`src/rtl/tatzel_freqcnt_pkg.sv`:
```
// Shared types and defaults for the tatzel frequency counter.
package tatzel_freqcnt_pkg;

    typedef enum logic [1:0] {IDLE, ARM, MEASURE, DONE} state_t;

    localparam int DEF_CNT_W       = 16;
    localparam int DEF_GATE_W      = 16;
    localparam int DEF_SYNC_STAGES = 2;

    function automatic logic [63:0] cnt_max(input int w);
        return (w >= 64) ? '1 : ((64'd1 << w) - 64'd1);
    endfunction

endpackage

```
`src/rtl/tatzel_sync_edge.sv`:
```
// Multi-flop synchronizer for an asynchronous pin followed by a rising-edge detector.
module tatzel_sync_edge #(
    parameter int SYNC_STAGES = 2
) (
    input  logic clk,
    input  logic rst_n,
    input  logic din,
    output logic edge_p
);

    logic [SYNC_STAGES-1:0] sync_q;
    logic                   sync_d;

    always_ff @(posedge clk or negedge rst_n) begin
        if (!rst_n) begin
            sync_q <= '0;
            sync_d <= 1'b0;
        end else begin
            sync_q <= {sync_q[SYNC_STAGES-2:0], din};
            sync_d <= sync_q[SYNC_STAGES-1];
        end
    end

    assign edge_p = sync_q[SYNC_STAGES-1] & ~sync_d;

endmodule

```
`src/rtl/tatzel_freq_counter.sv`:
```
// Gated rising-edge counter with byte-wise readback.
// Define FREQCNT_CONTINUOUS_EN for back-to-back windows without an IDLE cycle.
module tatzel_freq_counter
    import tatzel_freqcnt_pkg::*;
#(
    parameter int CNT_W       = DEF_CNT_W,
    parameter int GATE_W      = DEF_GATE_W,
    parameter int SYNC_STAGES = DEF_SYNC_STAGES
) (
    input  logic              clk,
    input  logic              rst_n,
    input  logic              ena,
    input  logic              sig_in,
    input  logic              start,
    input  logic [GATE_W-1:0] gate_len,
    output logic              busy,
    output logic              done,
    output logic [CNT_W-1:0]  count,
    output logic              overflow,
    input  logic [1:0]        byte_sel,
    output logic [7:0]        dout
);

    localparam logic [CNT_W-1:0] CNT_SAT = CNT_W'(cnt_max(CNT_W));
    localparam int               PAD_W   = (CNT_W > 32) ? CNT_W : 32;

    state_t             state, state_nxt;
    logic [GATE_W-1:0]  gate_cnt;
    logic               edge_p;
    logic [PAD_W-1:0]   cnt_ext;

    tatzel_sync_edge #(.SYNC_STAGES(SYNC_STAGES)) u_sync (
        .clk    (clk),
        .rst_n  (rst_n),
        .din    (sig_in),
        .edge_p (edge_p)
    );

    always_comb begin
        state_nxt = state;
        case (state)
            IDLE:    if (start) state_nxt = ARM;
            ARM:     state_nxt = (gate_len == '0) ? DONE : MEASURE;
            MEASURE: if (gate_cnt == GATE_W'(1)) state_nxt = DONE;
`ifdef FREQCNT_CONTINUOUS_EN
            DONE:    state_nxt = ARM;
`else
            DONE:    state_nxt = IDLE;
`endif
            default: state_nxt = IDLE;
        endcase
        if (!ena) state_nxt = IDLE;
    end

    // Data registers only move while enabled so an abort leaves the partial result visible.
    always_ff @(posedge clk or negedge rst_n) begin
        if (!rst_n) begin
            state    <= IDLE;
            gate_cnt <= '0;
            count    <= '0;
            overflow <= 1'b0;
        end else begin
            state <= state_nxt;
            if (ena) begin
                case (state)
                    ARM: begin
                        count    <= '0;
                        overflow <= 1'b0;
                        gate_cnt <= gate_len;
                    end
                    MEASURE: begin
                        gate_cnt <= gate_cnt - GATE_W'(1);
                        if (edge_p) begin
                            if (count == CNT_SAT) overflow <= 1'b1;
                            else                  count    <= count + CNT_W'(1);
                        end
                    end
                    default: ;
                endcase
            end
        end
    end

    assign busy    = (state == ARM) || (state == MEASURE);
    assign done    = (state == DONE) && ena;
    assign cnt_ext = PAD_W'(count);
    assign dout    = cnt_ext[{byte_sel, 3'b000} +: 8];

endmodule

```
`config.mk`:
```
export PLATFORM = sky130hd
export DESIGN_NAME = tatzel_freq_counter
export DESIGN_NICKNAME = d
export VERILOG_FILES = /design/src/rtl/tatzel_freqcnt_pkg.sv /design/src/rtl/tatzel_sync_edge.sv /design/src/rtl/tatzel_freq_counter.sv
export SDC_FILE = /design/constraint.sdc
export NUM_CORES = 1
export LEC_CHECK = 0
export CAP_MARGIN = 20
export CELL_PAD_IN_SITES_DETAIL_PLACEMENT = 1
export CELL_PAD_IN_SITES_GLOBAL_PLACEMENT = 1
export CORE_MARGIN = 5
export CORE_UTILIZATION = 42
export DETAILED_ROUTE_END_ITERATION = 8
export PLACE_DENSITY_LB_ADDON = 0.1
export SLEW_MARGIN = 20
export SYNTH_ARGS = -nofsm -noshare
export SYNTH_HDL_FRONTEND = slang
export SYNTH_SLANG_ARGS = --single-unit
```
`constraint.sdc`:
```
create_clock -name clk -period 3.5 [get_ports clk]
set_input_delay 0.7 -clock clk [delete_from_list [all_inputs] [get_ports clk]]
set_output_delay 0.7 -clock clk [all_outputs]
set_load 0.03 [all_outputs]
```
==> flow_summary.json, run 1 <==
{
  "status": "finished clean",
  "reg2reg_slack_ns": 0.95,
  "sequentialPowerShare_pct": 41.2,
  "cts.htree.levels": 2,
  "avgSynthCellArea_um2": 8.81,
  "final_cell_mix": "48 x clkdlybuf4s50_1, 38 x dfrtp_1, 28 x nand2_1",
  "p_sw_uw": 786,
  "ant_nets": 0,
  "n_fill_cell": 723,
  "final_common_cell": "clkdlybuf4s50_1",
  "hold_buffers": 0,
  "cp.arrival_ns": 2.42,
  "tns_ns": 0,
  "r2r_end": "count[12]$_DFFE_PN0P_",
  "clock_power_share_pct": 16.8,
  "drv_slew": 0,
  "fp-row-count": 28,
  "rsz0062_at_grt": "false",
  "totalWireLength_mm": 7.38,
  "hold_ws_ns": 0.354,
  "drc": 0,
  "crit_type": "input pin to primary output",
  "die_h_um": 87.7,
  "syn-num-nets": 318,
  "gp_congestion": 0.776,
  "synth_cell_type_count": 50,
  "ys_seq_area_share_pct": 37.5,
  "drt_iter0_markers": 77,
  "io_buffers": 49,
  "io_pins": 50,
  "post-route-min-period_ns": 3.12,
  "core_area_um2": 5890,
  "crit_path_end": "dout[7]",
  "post_cts_buffers": 0,
  "drive_above_1_share_pct": 7.29,
  "r2r_cells": 6,
  "overflow": 0,
  "switching_share_pct": 43.9,
  "grt_use_total_pct": 20.5,
  "p_comb_share_pct": 41.9,
  "critical_path.slowest_cell": "clkdlybuf4s50_1",
  "p_int_uw": 1000,
  "detailedRoute.firstPassIterationCount": 4,
  "ir_drop_v": 0.000338,
  "first_global_vias": 2590,
  "ys_seq_elements": 38,
  "max_freq_mhz": 321,
  "start_util_pct": 43.1,
  "cts_root_buf": "clkbuf_8",
  "worstPathRequired_ns": 2.80,
  "num_vias": 2469,
  "fin_nets": 359,
  "clk_latency_ns": 0.30,
  "grt_max_degree": 39,
  "fin_skew_ns": 0.0126,
  "finalSetupViolCount": 0,
  "timing.final.crit_share_pct": 89.0,
  "synth_edf_count": 0,
  "vias_per_cell": 6.11,
  "cts_made_buffers": 5,
  "clock_path_buffers": 2,
  "critPathCaptureType": "primary output",
  "crit_path_start_kind": "input pin",
  "syn_area_um2": 2540,
  "cp-startpoint": "byte_sel[0]",
  "maxCapViolCount": 0,
  "n_antenna_cell": 0,
  "netlist_instances": 288,
  "finalHoldViolCount": 0,
  "crit_fanout": 8,
  "antenna_found_initial": 0,
  "yosysWarnings": 0,
  "r2r_start": "state[0]$_DFFE_PN0P_",
  "avgRoutedWirePerCell_um": 18.3,
  "dp_hpwl_mm": 5.44,
  "die_w_um": 87.7,
  "slew_headroom_pct": 39.1,
  "cpMostUsedCell": "clkdlybuf4s50_1",
  "cts.sinks": 38,
  "synth_flop_cell": "dfrtp_1",
  "leakagePower_uw": 0.00123,
  "postCtsResizedCells": 0,
  "slowest_delay_ns": 0.75,
  "die_area_um2": 7690,
  "cts_tree": "done",
  "synthArstFlopShare_pct": 100,
  "hold_path.class": "flop to flop",
  "clk_transition_reported_paths_ns": 0.08,
  "worst_pin_slew_ns": 0.913,
  "grt_first_pass_wirelength_mm": 12.6,
  "p_per_area_nw_per_um2": 571,
  "areaGrowthSynthToFinish_pct": 23.6,
  "crit_chain": "clkdlybuf4s50_1 -> mux2i_1 -> nor2_1 -> clkdlybuf4s50_1"
}
final cells by class:
class                      instances  area (um2)  area share (%)
inverter                           9        33.8            1.08
tap                               75        93.8            2.99
multi-input combinational        223        1470            46.9
timing repair buffer              52         508            16.2
clock buffer                       5        68.8            2.20
clock inverter                     2        10.0           0.319
sequential                        38         951            30.3
flip-flops by register name (all words and copies together), names as in the netlist:
register       cells
gate_cnt          16
u_sync.sync_q      2
u_sync.sync_d      1
overflow           1
count             16
state              2
power by group through the flow:
stage          registers, uW  clock network, uW  logic, uW
6_report                 738                301        750
5_1_grt                  765                332        839
4_1_cts                  735                308        760
3_5_place_dp             744                  0        757
3_3_place_gp             737                  0        737
2_1_floorplan            704                  0        540
synth_stat cells, drive strengths merged (2+ instances only):
library cell	n	area (um2)
a21oi	21	105
nor4	8	56.3
buf	8	45.0
nand4	10	62.6
and4	4	35.0
a2111o	3	33.8
or4	6	45.0
clkbuf	10	37.5
o31ai	2	15.0
nor4b	2	17.5
o21ai	13	65.1
nand2	28	105
or2	5	31.3
inv	9	33.8
and3	5	31.3
nand3	13	65.1
nor3	7	40.0
o211ai	6	50.1
dfrtp	38	951
or3	4	25.0
mux2i	20	200
ha	7	87.6
and2	4	25.0
a211oi	7	52.6
nor2	17	63.8
o22ai	12	75.1
nor3b	2	15.0
critical path: cells and delay by family:
| kind | cells | cell delay (ns) |
|---|---|---|
| mux | 1 | 0.16 |
| buf+inv | 2 | 1.43 |
| simple gates | 1 | 0.13 |
how the worst min path moves through the flow:
| stage | endpoint | slack (ns) | from | depth (start not counted) |
|---|---|---|---|---|
| after CTS | u_sync.sync_q[1]$_DFF_PN0_ | 0.35 | u_sync.sync_q[0]$_DFF_PN0_ | 0 |
| after detailed placement | u_sync.sync_q[1]$_DFF_PN0_ | 0.34 | u_sync.sync_q[0]$_DFF_PN0_ | 0 |
| after floorplan | u_sync.sync_q[1]$_DFF_PN0_ | 0.33 | u_sync.sync_q[0]$_DFF_PN0_ | 0 |
| final | u_sync.sync_q[1]$_DFF_PN0_ | 0.35 | u_sync.sync_q[0]$_DFF_PN0_ | 0 |
| after global routing | u_sync.sync_q[1]$_DFF_PN0_ | 0.38 | u_sync.sync_q[0]$_DFF_PN0_ | 0 |
| after global placement | u_sync.sync_q[1]$_DFF_PN0_ | 0.33 | u_sync.sync_q[0]$_DFF_PN0_ | 0 |
metrics by stage:
stage	cell area (um2)	worst slack, ns	utilization [%]	cells	power [uW]
6_report	3130	0.385	53.3	404	1790
4_1_cts	3130	0.373	53.3	404	1800
5_1_grt	3130	0.331	53.3	404	1940
2_1_floorplan	2540	1.19	-	288	1240
3_5_place_dp	3060	0.378	51.9	397	1500
3_3_place_gp	3060	0.460	51.9	397	1470
layer usage:
metal	vias up	GRT usage (%)	share of wire (%)
li1	1175	-	-
met3	7	3.95	4.6
met5	-	0	0
met2	56	37.4	52
met4	0	6.97	1.4
met1	1231	23.9	42
logic make-up (layout without fill, tap and decap cells):
kind of cell             after synthesis  count (layout)  synth area share (%)
buffers and inverters                 27              68                  4.59
multiplexers                          20              20                  7.89
AND/OR/NAND/NOR                      121             121                  26.3
AO/OA/AOI/OAI                         75              75                  20.3
adder cells (fa/ha/maj)                7               7                  3.45
flip-flops                            38              38                  37.5
Note: power is estimated with default switching activity, not from simulation.
==> run 2, diff against run 1 <==
Settings changed: CORE_UTILIZATION 42 to 51, DONT_BUFFER_PORTS set to 1, GPL_ROUTABILITY_DRIVEN set to 0, PLACE_DENSITY_LB_ADDON 0.1 to 0.12.
==> flow_summary.json, run 2 (same netlist as run 1, synthesis figures left out) <==
{
  "crit_fanout": 19,
  "rsz0062_at_grt": "false",
  "ir_drop_v": 0.000309,
  "grt_first_pass_wirelength_mm": 11.3,
  "p_sw_uw": 744,
  "drt_iter0_markers": 146,
  "r2r_end": "count[15]$_DFFE_PN0P_",
  "leakagePower_uw": 0.00105,
  "critical_path.slowest_cell": "and3b_1",
  "status": "finished clean",
  "areaGrowthSynthToFinish_pct": 4.24,
  "postCtsResizedCells": 0,
  "finalHoldViolCount": 0,
  "p_per_area_nw_per_um2": 647,
  "drv_slew": 0,
  "core_area_um2": 4790,
  "die_area_um2": 6480,
  "maxCapViolCount": 0,
  "crit_path_start_kind": "flop",
  "slew_headroom_pct": 52.3,
  "crit_type": "flop to flop",
  "slowest_delay_ns": 0.68,
  "grt_max_degree": 39,
  "ant_nets": 0,
  "finalSetupViolCount": 0,
  "p_int_uw": 967,
  "p_comb_share_pct": 37.3,
  "start_util_pct": 53.0,
  "first_global_vias": 2315,
  "r2r_cells": 6,
  "final_cell_mix": "38 x dfrtp_1, 28 x nand2_1, 21 x a21oi_1",
  "cts_made_buffers": 5,
  "cp.arrival_ns": 2.72,
  "cts.htree.levels": 2,
  "clk_transition_reported_paths_ns": 0.08,
  "clock_power_share_pct": 18.5,
  "detailedRoute.firstPassIterationCount": 4,
  "clock_path_buffers": 2,
  "drive_above_1_share_pct": 7.86,
  "dpl_worst_slack_ns": 0.994,
  "overflow": 0,
  "post-route-min-period_ns": 2.51,
  "sequentialPowerShare_pct": 44.2,
  "grt_use_total_pct": 22.5,
  "final_common_cell": "dfrtp_1",
  "num_vias": 2288,
  "vias_per_cell": 6.59,
  "cts_root_buf": "clkbuf_8",
  "clk_latency_ns": 0.29,
  "crit_chain": "inv_1 -> ha_1 -> and3b_1 -> o2111ai_4 -> or4_1 -> a21oi_1",
  "critPathCaptureType": "flop",
  "cts.sinks": 38,
  "r2r_start": "state[0]$_DFFE_PN0P_",
  "die_h_um": 80.5,
  "hold_buffers": 0,
  "fin_nets": 309,
  "post_cts_buffers": 0,
  "max_freq_mhz": 398,
  "worst_pin_slew_ns": 0.715,
  "reg2reg_slack_ns": 0.99,
  "io_pins": 50,
  "n_antenna_cell": 0,
  "antenna_found_initial": 0,
  "avgRoutedWirePerCell_um": 19.7,
  "die_w_um": 80.5,
  "cts_tree": "done",
  "timing.final.crit_share_pct": 71.7,
  "setup_ws_ns": 0.990,
  "totalWireLength_mm": 6.83,
  "tns_ns": 0,
  "fp-row-count": 25,
  "hold_path.class": "input pin to asynchronous set/reset pin",
  "n_fill_cell": 587,
  "worstPathRequired_ns": 3.71,
  "io_buffers": 0,
  "drc": 0,
  "reg_top3": "count (16), gate_cnt (16)",
  "final_core_util_pct": 55.2,
  "dp_hpwl_mm": 4.78,
  "switching_share_pct": 43.5,
  "fin_skew_ns": 0.00944
}
==> run 2: changes by cell type in the layout (fill, tap and decap cells not counted) <==
cell,before,now
clkdlybuf4s50_1,48,0
buf_2,1,0
buf_4,3,2
clkbuf_1,0,1
clkbuf_8,5,6
clkinv_2,2,1
==> run 2: worst max-delay path by stage <==
stage	slack, ns	depth (start not counted)	startpoint	to
global placement	1.14	6	state[0]$_DFFE_PN0P_	count[15]$_DFFE_PN0P_
floorplan	1.19	3	byte_sel[0]	dout[3]
CTS	0.98	6	state[0]$_DFFE_PN0P_	count[15]$_DFFE_PN0P_
finish	0.99	6	state[0]$_DFFE_PN0P_	count[15]$_DFFE_PN0P_
global route	0.80	6	state[0]$_DFFE_PN0P_	count[12]$_DFFE_PN0P_
detailed placement	0.99	6	state[0]$_DFFE_PN0P_	count[15]$_DFFE_PN0P_
==> run 2: critical path, delay by kind of cell (launching register included) <==
family | cells | cell delay, ns
fa+ha+maj | 1 | 0.22
buf+inv | 1 | 0.11
simple gates | 2 | 1.24
flops | 1 | 0.44
compound gates | 2 | 0.41
==> run 2: power by group through the flow <==
| stage | sequential, uW | clock [uW] | combinational (uW) |
|---|---|---|---|
| finish | 757 | 317 | 637 |
| global route | 779 | 341 | 717 |
| CTS | 756 | 324 | 643 |
| detailed placement | 762 | 0 | 642 |
| global placement | 757 | 0 | 622 |
| floorplan | 704 | 0 | 540 |
==> run 2: stage by stage <==
step | instances | total power, uW | hold WS [ns] | cell area (um2)
finish | 347 | 1710 | 0.0962 | 2640
global placement | 339 | 1380 | 0.332 | 2550
floorplan | 288 | 1240 | 0.331 | 2540
detailed placement | 339 | 1400 | 0.344 | 2550
global route | 347 | 1840 | 0.0765 | 2640
CTS | 347 | 1720 | 0.0884 | 2640
==> run 2: layout make-up <==
cell class	count	area, um2	area share [%]
multi-input combinational	223	1470	55.6
sequential	38	951	36.0
clock buffer	7	86.3	3.27
tap	67	83.8	3.17
inverter	9	33.8	1.28
timing repair buffer	2	15.0	0.568
clock inverter	1	5.00	0.189
==> run 2: routing by layer <==
metal	vias to the layer above	part of all wire [%]	track usage [%]
li1	1076	-	-
met1	1133	42	25.2
met2	66	49	39.4
met3	13	7.0	7.29
met4	0	2.4	8.28
met5	-	0	0
